`config.mk`:
```
export PLATFORM = sky130hd
export DESIGN_NAME = capture_ctrl
export DESIGN_NICKNAME = d
export VERILOG_FILES = /design/src/rtl/capture_ctrl.sv
export SDC_FILE = /design/constraint.sdc
export NUM_CORES = 1
export LEC_CHECK = 0
export ABC_CLOCK_PERIOD_IN_PS = 7950
export BUFFER_PORTS_ARGS = -buffer_cell sky130_fd_sc_hd__buf_4
export CORE_MARGIN = 5
export CORE_UTILIZATION = 45
export CTS_CLUSTER_SIZE = 14
export DETAILED_ROUTE_END_ITERATION = 6
export PLACE_DENSITY = 0.76
export SETUP_SLACK_MARGIN = 0.05
export SLEW_MARGIN = 20
export SYNTH_ARGS = -nofsm -noshare
export SYNTH_HDL_FRONTEND = slang
export SYNTH_SLANG_ARGS = --single-unit
```
`constraint.sdc`:
```
create_clock -name clk -period 7.95 [get_ports clk]
set_input_delay 0.795 -clock clk [delete_from_list [all_inputs] [get_ports clk]]
set_output_delay 0.795 -clock clk [all_outputs]
set_load 0.01 [all_outputs]
```
`src/rtl/capture_ctrl.sv`:
```
// capture_ctrl: arm/trigger/post-count capture sequencer feeding the memory write stream.
// Define CAPTURE_CTRL_PRE_EN to build the pre-trigger fill gate (pre_cnt).
module capture_ctrl #(
    parameter int SDW = 32,
    parameter int CNW = 32
) (
    input  logic           clk,
    input  logic           rst_n,
    input  logic           ctl_arm,
    input  logic           ctl_abort,
    input  logic [CNW-1:0] cfg_pre,
    input  logic [CNW-1:0] cfg_post,
    output logic           ctl_run,
    output logic           sts_armed,
    output logic           sts_trig,
    output logic           sts_done,
    output logic           sts_abort,
    output logic           sti_tready,
    input  logic           sti_tvalid,
    input  logic           sti_trigger,
    input  logic [SDW-1:0] sti_tdata,
    input  logic           sto_tready,
    output logic           sto_tvalid,
    output logic           sto_tlast,
    output logic [SDW-1:0] sto_tdata
);
    typedef enum logic [2:0] {IDLE, ARMED, TRIG, STOP, DONE} state_t;
    state_t state_q, state_d;
    logic vld_q, vld_d, last_q, last_d;
    logic [SDW-1:0] data_q, data_d;
    logic [CNW-1:0] post_q, post_d;
    logic armed_q, armed_d, trig_q, trig_d, done_q, done_d, abrt_q, abrt_d;
    logic active, acc, load, gate, beat_last;
`ifdef CAPTURE_CTRL_PRE_EN
    logic [CNW-1:0] pre_q, pre_d;
    assign gate = pre_q >= cfg_pre;
`else
    logic unused_cfg_pre;
    assign unused_cfg_pre = ^cfg_pre;
    assign gate = 1'b1;
`endif
    assign active = state_q == ARMED || state_q == TRIG;
    // abort blocks acceptance so the aborting cycle never loads a fresh beat
    assign sti_tready = (state_q == IDLE || state_q == DONE) ? 1'b1 :
                        active ? (!vld_q || sto_tready) && !ctl_abort : 1'b0;
    assign acc  = sti_tvalid && sti_tready;
    assign load = active && acc;
    assign ctl_run    = active;
    assign sts_armed  = armed_q;
    assign sts_trig   = trig_q;
    assign sts_done   = done_q;
    assign sts_abort  = abrt_q;
    assign sto_tvalid = vld_q;
    assign sto_tlast  = last_q;
    assign sto_tdata  = data_q;
    always_comb begin
        state_d   = state_q;
        post_d    = post_q;
        armed_d   = armed_q;
        trig_d    = trig_q;
        done_d    = done_q;
        abrt_d    = abrt_q;
        beat_last = 1'b0;
`ifdef CAPTURE_CTRL_PRE_EN
        pre_d     = pre_q;
`endif
        case (state_q)
            IDLE, DONE: if (ctl_arm) begin
                state_d = ARMED;
                armed_d = 1'b1;
                trig_d  = 1'b0;
                done_d  = 1'b0;
                abrt_d  = 1'b0;
`ifdef CAPTURE_CTRL_PRE_EN
                pre_d   = '0;
`endif
            end
            ARMED: if (ctl_abort) begin
                state_d = STOP;
                abrt_d  = 1'b1;
                armed_d = 1'b0;
            end else if (acc) begin
`ifdef CAPTURE_CTRL_PRE_EN
                pre_d = gate ? pre_q : pre_q + CNW'(1);
`endif
                if (sti_trigger && gate) begin
                    state_d   = (cfg_post == '0) ? STOP : TRIG;
                    beat_last = cfg_post == '0;
                    trig_d    = 1'b1;
                    armed_d   = 1'b0;
                    post_d    = cfg_post;
                end
            end
            TRIG: if (ctl_abort) begin
                state_d = STOP;
                abrt_d  = 1'b1;
            end else if (acc) begin
                post_d    = post_q - CNW'(1);
                beat_last = post_q == CNW'(1);
                state_d   = (post_q == CNW'(1)) ? STOP : TRIG;
            end
            STOP: if (!vld_q || sto_tready) begin
                state_d = DONE;
                done_d  = 1'b1;
            end
            default: state_d = IDLE;
        endcase
    end
    always_comb begin
        vld_d  = load || (vld_q && !sto_tready);
        data_d = load ? sti_tdata : data_q;
        last_d = load ? beat_last : vld_d && (last_q || (ctl_abort && active));
    end
    always_ff @(posedge clk or negedge rst_n) begin
        if (!rst_n) begin
            state_q <= IDLE;
            vld_q   <= 1'b0;
            last_q  <= 1'b0;
            data_q  <= '0;
            post_q  <= '0;
            armed_q <= 1'b0;
            trig_q  <= 1'b0;
            done_q  <= 1'b0;
            abrt_q  <= 1'b0;
`ifdef CAPTURE_CTRL_PRE_EN
            pre_q   <= '0;
`endif
        end else begin
            state_q <= state_d;
            vld_q   <= vld_d;
            last_q  <= last_d;
            data_q  <= data_d;
            post_q  <= post_d;
            armed_q <= armed_d;
            trig_q  <= trig_d;
            done_q  <= done_d;
            abrt_q  <= abrt_d;
`ifdef CAPTURE_CTRL_PRE_EN
            pre_q   <= pre_d;
`endif
        end
    end
endmodule
```
==> results of run 1 <==
[report_power, final]
group          internal [mW]  total (mW)  switching (mW)
clock network          0.118       0.276           0.157
logic                  0.402       0.805           0.404
registers              0.552       0.715           0.162
total                   1.07        1.80           0.723
[layer usage]
layer | up-vias | global-route usage, %
li1 | 1678 | -
met1 | 1730 | 26.6
met2 | 171 | 33.4
met3 | 9 | 8.46
met4 | 0 | 4.94
met5 | - | 0
[flip-flops by register name (all words and copies together), names as in the netlist]
signal      count
sts_armed       1
sto_tlast       1
sts_abort       1
post_q         32
sts_done        1
sto_tdata      32
state_q         3
sto_tvalid      1
sts_trig        1
[kinds of logic after synthesis]
family | share of synthesized area [%]
AOI/OAI and AO/OA | 20.8
xor gates and xnor gates | 0.230
adders and majority gates | 0.656
buffers and inverters | 3.54
DFF | 47.9
muxes | 9.98
and+or+nand+nor | 16.9
[Yosys cell counts, drive strengths merged, types with 5 or more instances]
cell type / count / share of area [%]
inv: 10 / 0.98
nor3: 16 / 2.1
a2bb2oi: 5 / 1.1
o21ai: 33 / 4.3
or3: 9 / 1.6
nand2: 19 / 1.9
nand4: 6 / 0.98
clkbuf: 23 / 2.3
mux2: 32 / 9.5
o22ai: 6 / 0.98
dfrtp: 73 / 48
or4: 6 / 1.5
nor2: 26 / 2.6
a21oi: 30 / 3.9
a31oi: 6 / 0.98
o22a: 5 / 1.1
nor4: 18 / 3.1
nand3: 8 / 1.1
[layout by cell type (no fill, tap or decap), types with 3 or more instances in the layout]
master	netlist	final
or4_1	3	3
dfrtp_1	73	73
or4_4	3	3
a2bb2oi_1	5	5
buf_4	0	114
a21oi_1	30	30
nand3_1	8	8
a31oi_1	6	6
o21a_1	4	4
clkbuf_8	0	9
a32oi_1	3	3
nor3_1	16	15
nand2_1	19	19
a22o_1	4	4
a22oi_1	4	4
o22a_1	5	5
nor2_1	26	25
inv_1	10	10
o21ai_0	32	32
o211ai_1	4	4
inv_6	0	4
o22ai_1	6	6
mux2_2	32	32
o2bb2ai_1	4	4
nor4_1	17	17
nand4_1	6	6
or3_1	8	8
[critical path, cell delays in order (launching register included)]
cell	delay [ns]
dfrtp_1	0.41
inv_1	0.14
ha_1	0.23
or3b_2	0.53
nor4_1	0.66
nand2_1	0.25
o311ai_0	0.33
o211ai_1	0.14
[final cells by class]
cell class                 instances  area (um^2)  area share [%]
clock buffer                       9          124            2.53
clock inverter                     7         58.8            1.20
timing repair buffer             114          856            17.5
multi-input combinational        279         1860            38.0
sequential                        73         1830            37.3
tap                              105          131            2.69
inverter                          10         37.5           0.767
[path summary, 6_finish.rpt]
check	cells past startpoint	from	end	slack [ns]
worst max-delay path	7	post_q[0]$_DFFE_PN0P_	post_q[22]$_DFFE_PN0P_	5.13
min in group asynchronous	1	rst_n	post_q[10]$_DFFE_PN0P_	0.55
worst min register to register	1	post_q[23]$_DFFE_PN0P_	post_q[23]$_DFFE_PN0P_	0.50
worst max register to register	7	post_q[0]$_DFFE_PN0P_	post_q[22]$_DFFE_PN0P_	5.13
max in group asynchronous	1	rst_n	sto_tdata[29]$_DFFE_PN0P_	6.75
worst min-delay path	1	post_q[23]$_DFFE_PN0P_	post_q[23]$_DFFE_PN0P_	0.50
[through the flow]
| step | total power [mW] | instances | hold WS (ns) | utilization [%] | area (um^2) |
|---|---|---|---|---|---|
| global placement | 1.48 | 581 | 0.469 | 57.3 | 4710 |
| detailed placement | 1.52 | 581 | 0.471 | 57.3 | 4710 |
| CTS | 1.80 | 597 | 0.495 | 59.5 | 4890 |
| global route | 1.93 | 597 | 0.510 | 59.5 | 4890 |
| floorplan | 1.19 | 386 | 0.448 | - | 3810 |
| finish | 1.80 | 597 | 0.504 | 59.5 | 4890 |
==> impl_metrics.env, run 1 <==
export IMPL_synth_flop_cell="dfrtp_1"
export IMPL_dr_total_vias=3588
export IMPL_num_rows=33
export IMPL_leakage_nw=2.06
export IMPL_tightest_slew_ns=0.981
export IMPL_drt_pass1_iter_count=5
export IMPL_initial_utilization_pct=46.4
export IMPL_wirelength_um=10700
export IMPL_synthesis_nets=491
export IMPL_dp_hpwl_um=7700
export IMPL_yosysSeqAreaShare_pct=47.9
export IMPL_hold_viol=0
export IMPL_ios=143
export IMPL_clock_tree_root_cell="clkbuf_8"
export IMPL_drive_gt1_share_pct=35.2
export IMPL_post_route_period_util_pct=35.5
export IMPL_fp_dieW_um=102
export IMPL_die_h_um=102
export IMPL_met3_length_um=1190
export IMPL_slew_viol_final=0
export IMPL_cts_tree="built"
export IMPL_synth_edff_count=0
export IMPL_nets=592
export IMPL_rsz0062_at_grt="false"
export IMPL_path_max_fanout=5
export IMPL_cts_resized=0
export IMPL_cts_buffer_depth=2
export IMPL_drtAntennaViolNets=0
export IMPL_finalWorstSetupSlack_ns=5.13
export IMPL_die_area_um2=10400
export IMPL_dr_wl_met2_um=5160
export IMPL_first_global_vias=3683
export IMPL_drt_iter0_markers=213
export IMPL_grt_usage_pct=20.9
export IMPL_cap_viol_max_count=0
export IMPL_startpoint_type="flip-flop"
export IMPL_gp_congestion=0.881
export IMPL_antenna_cells=0
export IMPL_wl_per_cell_um=18.0
export IMPL_coreArea_um2=8220
export IMPL_viasPerCell=6.01
export IMPL_synth_cell_area_um2=3810
export IMPL_clock_skew_ns=0.0116
export IMPL_gr_total_overflow=0
export IMPL_cts_hold_buf=0
export IMPL_post_cts_buffers=0
export IMPL_clk_pin_slew_ns=0.09
export IMPL_highest_layer="met4"
export IMPL_grt_pass1_wl_um=17300
export IMPL_post_route_min_period_ns=2.82
export IMPL_post_route_drc_count=0
export IMPL_criticalPathCategory="flip-flop to flip-flop"
export IMPL_cp_data_arrival_time_ns=3.04
export IMPL_status="finished, final reports clean"
export IMPL_yosysUniqueCellTypes=52
export IMPL_cts_htree_levels=3
export IMPL_postSynthCellCount=386
export IMPL_ir_drop_v=0.000232
export IMPL_timing_fmax_mhz=355
export IMPL_ys_warn_count=0
export IMPL_async_flop_share_pct=100
export IMPL_antenna_found_initial=0
export IMPL_endpoint_kind="flip-flop"
export IMPL_ys_ff_latch=73
export IMPL_m1WireLength_um=4330
export IMPL_clk_latency_ns=0.35
export IMPL_fillers=685
export IMPL_syn2layout_area_growth_pct=28.3
export IMPL_clock_sinks=73
export IMPL_dp_worst_setup_slack_ns=5.03
export IMPL_placement_io_buffers=110
export IMPL_hp_class="flip-flop to flip-flop"
export IMPL_powerDensity_nw_per_um2=367
export IMPL_setup_tns_ns=0
export IMPL_setup_viol=0
export IMPL_crit_required_ns=8.17
export IMPL_slew_headroom_pct=33.7
export IMPL_numCtsBuffers=9
export IMPL_grt_max_degree=74
export IMPL_avgSynthCellArea_um2=9.88
Note: power is estimated with default switching activity, not from simulation.
==> run 2: changes to the inputs <==
ABC_CLOCK_PERIOD_IN_PS = 2280   (was 7950)
PLACE_DENSITY = 0.79   (was 0.76)
clock period = 2.28 ns   (was 7.95 ns; I/O delays follow)
==> run 2 against run 1 <==
- maximum frequency increased by 14%
- via count increased by 4.9%
- final cell count increased by 7.9%
- routed wire length increased by 4.2%
- setup slack got worse by 5.3 ns
- highest routed layer unchanged
- sequential share of layout area decreased by 4.0 points
- die area unchanged
- utilization increased by 7.2 points
- the run now ends with negative setup slack left
- count of clock-buffer cells in the layout increased by 1
==> impl_metrics.env, run 2 (synthesis results as in run 1) <==
export IMPL_placement_io_buffers=110
export IMPL_dr_total_vias=3763
export IMPL_drt_pass1_iter_count=5
export IMPL_slew_headroom_pct=62.1
export IMPL_cts_htree_levels=3
export IMPL_hold_start="ctl_arm"
export IMPL_rr_endpoint="post_q[31]$_DFFE_PN0P_"
export IMPL_setup_viol=9
export IMPL_reg2reg_from="post_q[16]$_DFFE_PN0P_"
export IMPL_coreArea_um2=8220
export IMPL_hp_class="input pin to flip-flop"
export IMPL_first_global_vias=3816
export IMPL_clock_tree_root_cell="clkbuf_8"
export IMPL_timing_fmax_mhz=404
export IMPL_cts_buffer_depth=2
export IMPL_clock_sinks=73
export IMPL_cap_viol_max_count=0
export IMPL_viasPerCell=5.84
export IMPL_startpoint_type="flip-flop"
export IMPL_stdcell_area_um2=5480
export IMPL_drt_iter0_markers=172
export IMPL_finalWorstSetupSlack_ns=-0.194
export IMPL_leakage_nw=2.41
export IMPL_hold_end="sts_trig$_DFFE_PN0P_"
export IMPL_syn2layout_area_growth_pct=43.8
export IMPL_tightest_slew_ns=0.564
export IMPL_ir_drop_v=0.000794
export IMPL_endpoint_kind="flip-flop"
export IMPL_wirelength_um=11200
export IMPL_crit_required_ns=2.57
export IMPL_layout_commonest_cell="buf_4"
export IMPL_placed_area_um2=5060
export IMPL_ios=143
export IMPL_num_rows=33
export IMPL_hold_worst_slack_ns=0.0831
export IMPL_path_max_fanout=4
export IMPL_grt_max_degree=39
export IMPL_post_route_min_period_ns=2.47
export IMPL_post_route_period_util_pct=108
export IMPL_reg2reg_depth=5
export IMPL_hold_viol=0
export IMPL_layout_common_cells="157 x buf_4, 72 x dfrtp_1, 32 x mux2_2"
export IMPL_wl_per_cell_um=17.4
export IMPL_grt_pass1_wl_um=18000
export IMPL_status="finished with violations"
export IMPL_fp_dieW_um=102
export IMPL_die_area_um2=10400
export IMPL_cts_tree="built"
export IMPL_nets=639
export IMPL_r2r_setup_slack_ns=-0.19
export IMPL_drtAntennaViolNets=0
export IMPL_clk_pin_slew_ns=0.08
export IMPL_powerDensity_nw_per_um2=1290
export IMPL_clock_skew_ns=0.0147
export IMPL_p_total_mw=7.07
export IMPL_antenna_cells=0
export IMPL_criticalPathCategory="flip-flop to flip-flop"
export IMPL_numCtsBuffers=9
export IMPL_die_h_um=102
export IMPL_drive_gt1_share_pct=44.0
export IMPL_slew_viol_final=0
export IMPL_post_route_drc_count=0
export IMPL_dp_hpwl_um=8210
export IMPL_initial_utilization_pct=46.4
export IMPL_gp_congestion=0.927
export IMPL_gr_total_overflow=0
export IMPL_antenna_found_initial=0
export IMPL_violations="negative setup slack"
export IMPL_grt_usage_pct=21.9
export IMPL_clk_latency_ns=0.36
export IMPL_cp_data_arrival_time_ns=2.76
export IMPL_rsz0062_at_grt="true"
export IMPL_worstHoldPathCells=2
## run 2: cell types whose count changed in the layout (fill, tap and decap cells not counted), sizes merged
cell,delta
bufinv,+3
inv,-4
buf,+46
clkinvlp,-2
clkbuf,+1
dlygate4sd3,+1
clkinv,+2
## run 2: how the worst max path moves through the flow
stage,from,endpoint,slack (ns),cells after the start
after floorplan,post_q[16]$_DFFE_PN0P_,post_q[31]$_DFFE_PN0P_,-0.19,6
after global placement,post_q[22]$_DFFE_PN0P_,post_q[31]$_DFFE_PN0P_,-0.15,5
after detailed placement,post_q[22]$_DFFE_PN0P_,post_q[31]$_DFFE_PN0P_,-0.20,5
after CTS,post_q[16]$_DFFE_PN0P_,post_q[31]$_DFFE_PN0P_,-0.17,5
after global routing,post_q[16]$_DFFE_PN0P_,post_q[31]$_DFFE_PN0P_,-0.24,5
final,post_q[16]$_DFFE_PN0P_,post_q[31]$_DFFE_PN0P_,-0.19,5
## run 2: cell type report
cell class,instances,area (um^2)
clock buffers,10,128
clock inverters,6,116
fillers,636,2740
inverters,10,37.5
multi-input cells,279,2000
flip-flops and latches,73,1830
well taps,105,131
repair buffers,161,1240
## run 2: metrics by stage
| stage | std cells | TNS (ns) | setup WS (ns) | utilization, % |
|---|---|---|---|---|
| finish | 644 | -1.24 | -0.194 | 66.7 |
| global route | 644 | -1.76 | -0.235 | 66.7 |
| CTS | 642 | -0.896 | -0.171 | 65.2 |
| detailed placement | 624 | -1.03 | -0.203 | 61.6 |
| global placement | 624 | -0.582 | -0.155 | 61.6 |
| floorplan | 386 | -0.600 | -0.188 | - |
## run 2: layer usage
layer,vias up,global-route usage (%),share of wire [%]
li1,1764,-,-
met3,25,7.44,10
met1,1799,27.6,40
met2,175,35.0,48
met4,0,8.58,2.1
met5,-,0,0
## run 2: critical path, cell delays in order (launching register included)
cell	delay [ns]
dfrtp_1	0.40
or4_4	0.54
or4_4	0.47
or4_4	0.54
or3_4	0.35
a21oi_2	0.12
## run 2: timing repair
item / 4_1_cts / 5_1_grt
setup buffers: 1 / 2
setup endpoints to repair: 11 / 25
pin swaps: 4 / 5
gates resized for setup: 6 / 23
hold buffers: 1 / 0
endpoints found under the hold margin: 35 / 0
## run 2: report_power, final
part	switching [mW]	total [mW]	internal [mW]
sequential	0.475	2.40	1.93
clock	0.520	1.25	0.733
combinational	1.65	3.42	1.77
total	2.64	7.07	4.43
==> run 3: changes to the inputs <==
CAP_MARGIN = 20   (was unset)
PLACE_DENSITY = unset   (was 0.79)
PLACE_DENSITY_LB_ADDON = 0.2   (was unset)
SETUP_SLACK_MARGIN = unset   (was 0.05)
==> run 3 against run 2 <==
- the flow still finishes with violations (negative setup slack)
- design area is 2.7% lower
- combinational power is 2% lower
- count of clock-buffer cells in the layout stayed put
- routed wire length is 1.7% lower
- setup slack better by 0.017 ns
- non-clock buffer count is 4 lower
- critical endpoint unchanged
- largest power group unchanged
==> impl_metrics.env, run 3 (synthesis results as in run 1) <==
export IMPL_status="finished with violations"
export IMPL_violations="negative setup slack"
export IMPL_setup_tns_ns=-1.24
export IMPL_nets=635
export IMPL_drt_pass1_iter_count=5
export IMPL_worst_path_buf_inv=0
export IMPL_post_route_min_period_ns=2.46
export IMPL_clock_tree_root_cell="clkbuf_8"
export IMPL_grt_max_degree=48
export IMPL_cts_buffer_depth=2
export IMPL_die_h_um=102
export IMPL_drive_gt1_share_pct=42.4
export IMPL_num_rows=33
export IMPL_fillers=710
export IMPL_cpMostUsedCell="or4_4"
export IMPL_clk_latency_ns=0.35
export IMPL_wl_per_cell_um=17.2
export IMPL_wirelength_um=11000
export IMPL_timing_fmax_mhz=407
export IMPL_placed_area_um2=5040
export IMPL_initial_utilization_pct=46.4
export IMPL_rsz0062_at_grt="true"
export IMPL_slowest_stage="or4_4"
export IMPL_gr_total_overflow=0
export IMPL_drtAntennaViolNets=0
export IMPL_cp_data_arrival_time_ns=2.74
export IMPL_post_route_period_util_pct=108
export IMPL_layout_commonest_cell="buf_4"
export IMPL_hp_class="input pin to flip-flop"
export IMPL_stdcell_area_um2=5330
export IMPL_clock_sinks=73
export IMPL_powerDensity_nw_per_um2=1260
export IMPL_path_max_fanout=5
export IMPL_stdcell_count=640
export IMPL_cp_top_family="simple AND/OR/NAND/NOR gates"
export IMPL_cts_tree="built"
export IMPL_post_route_drc_count=0
export IMPL_numCtsBuffers=9
export IMPL_hold_viol=0
export IMPL_first_global_vias=3750
export IMPL_coreArea_um2=8220
export IMPL_cap_viol_max_count=0
export IMPL_antenna_found_initial=0
export IMPL_clk_pin_slew_ns=0.08
export IMPL_viasPerCell=5.81
export IMPL_dp_worst_setup_slack_ns=-0.183
export IMPL_ir_drop_v=0.000702
export IMPL_layout_common_cells="152 x buf_4, 73 x dfrtp_1, 32 x mux2_2, 32 x o21ai_0, 28 x a21oi_1"
export IMPL_slew_headroom_pct=56.6
export IMPL_placed_cells=621
export IMPL_drt_iter0_markers=163
export IMPL_syn2layout_area_growth_pct=39.9
export IMPL_setup_viol=10
export IMPL_dp_hpwl_um=7940
export IMPL_fp_dieW_um=102
export IMPL_antenna_cells=0
export IMPL_placement_io_buffers=110
export IMPL_finalWorstSetupSlack_ns=-0.176
export IMPL_startpoint_type="flip-flop"
export IMPL_grt_pass1_wl_um=18000
export IMPL_endpoint_kind="flip-flop"
export IMPL_leakage_nw=2.31
export IMPL_critPathMaxStageDelay_ns=0.54
export IMPL_dr_total_vias=3717
export IMPL_criticalPathCategory="flip-flop to flip-flop"
export IMPL_ios=143
export IMPL_tightest_slew_ns=0.652
export IMPL_clock_skew_ns=0.00652
export IMPL_grt_usage_pct=21.8
export IMPL_crit_chain="or4_4, or4_4, or4_4, or3_1, a21oi_1"
export IMPL_cts_htree_levels=3
export IMPL_slew_viol_final=0
export IMPL_die_area_um2=10400
export IMPL_gp_congestion=0.867
export IMPL_crit_required_ns=2.56
-- run 3: final timing paths --
check                                             to  slack (ns)  cells past startpoint                 startpoint
max                           post_q[31]$_DFFE_PN0P_       -0.18                      5     post_q[16]$_DFFE_PN0P_
min                             sts_trig$_DFFE_PN0P_        0.09                      2                    ctl_arm
max reg2reg                   post_q[31]$_DFFE_PN0P_       -0.18                      5     post_q[16]$_DFFE_PN0P_
min reg2reg                sto_tdata[28]$_DFFE_PN0P_        0.51                      1  sto_tdata[28]$_DFFE_PN0P_
max in group asynchronous      sts_abort$_DFFE_PN0P_        1.24                      3                      rst_n
min in group asynchronous     post_q[10]$_DFFE_PN0P_        0.45                      2                      rst_n
-- run 3: final cells by class --
type                       count  area [um^2]  area share, %
multi-input combinational    279         1940           36.3
sequential                    73         1830           34.2
timing repair buffer         157         1220           22.9
clock buffer                  10          138           2.58
tap                          105          131           2.46
clock inverter                 6         42.5          0.798
inverter                      10         37.5          0.704
-- run 3: stage by stage --
step	power, mW	util (%)	hold WS, ns
5_1_grt	7.22	64.9	0.0792
3_3_place_gp	5.56	61.4	0.291
6_report	6.70	64.9	0.0865
4_1_cts	6.68	64.3	0.0764
3_5_place_dp	5.68	61.4	0.299
2_1_floorplan	4.15	-	-0.0676
-- run 3: timing repair --
item                                    4_1_cts  5_1_grt
cloned                                        0        0
pin swaps                                     2        4
resized for setup                             7        9
endpoints found under the setup margin       11       14
hold buffers                                  1        0
endpoints found under the hold margin        46        0
setup buffers                                 1        1
-- run 3: metal layers --
layer,global-route usage [%],wire (um),vias up
li1,-,-,1758
met1,27.6,4620,1807
met2,35.7,5360,134
met3,6.35,846,18
met4,7.57,189,0
met5,0,0,-
-- run 3: where the power goes --
group          total (mW)  switching [mW]  internal (mW)
clock               0.949           0.523          0.426
sequential           2.39           0.462           1.93
combinational        3.36            1.61           1.75
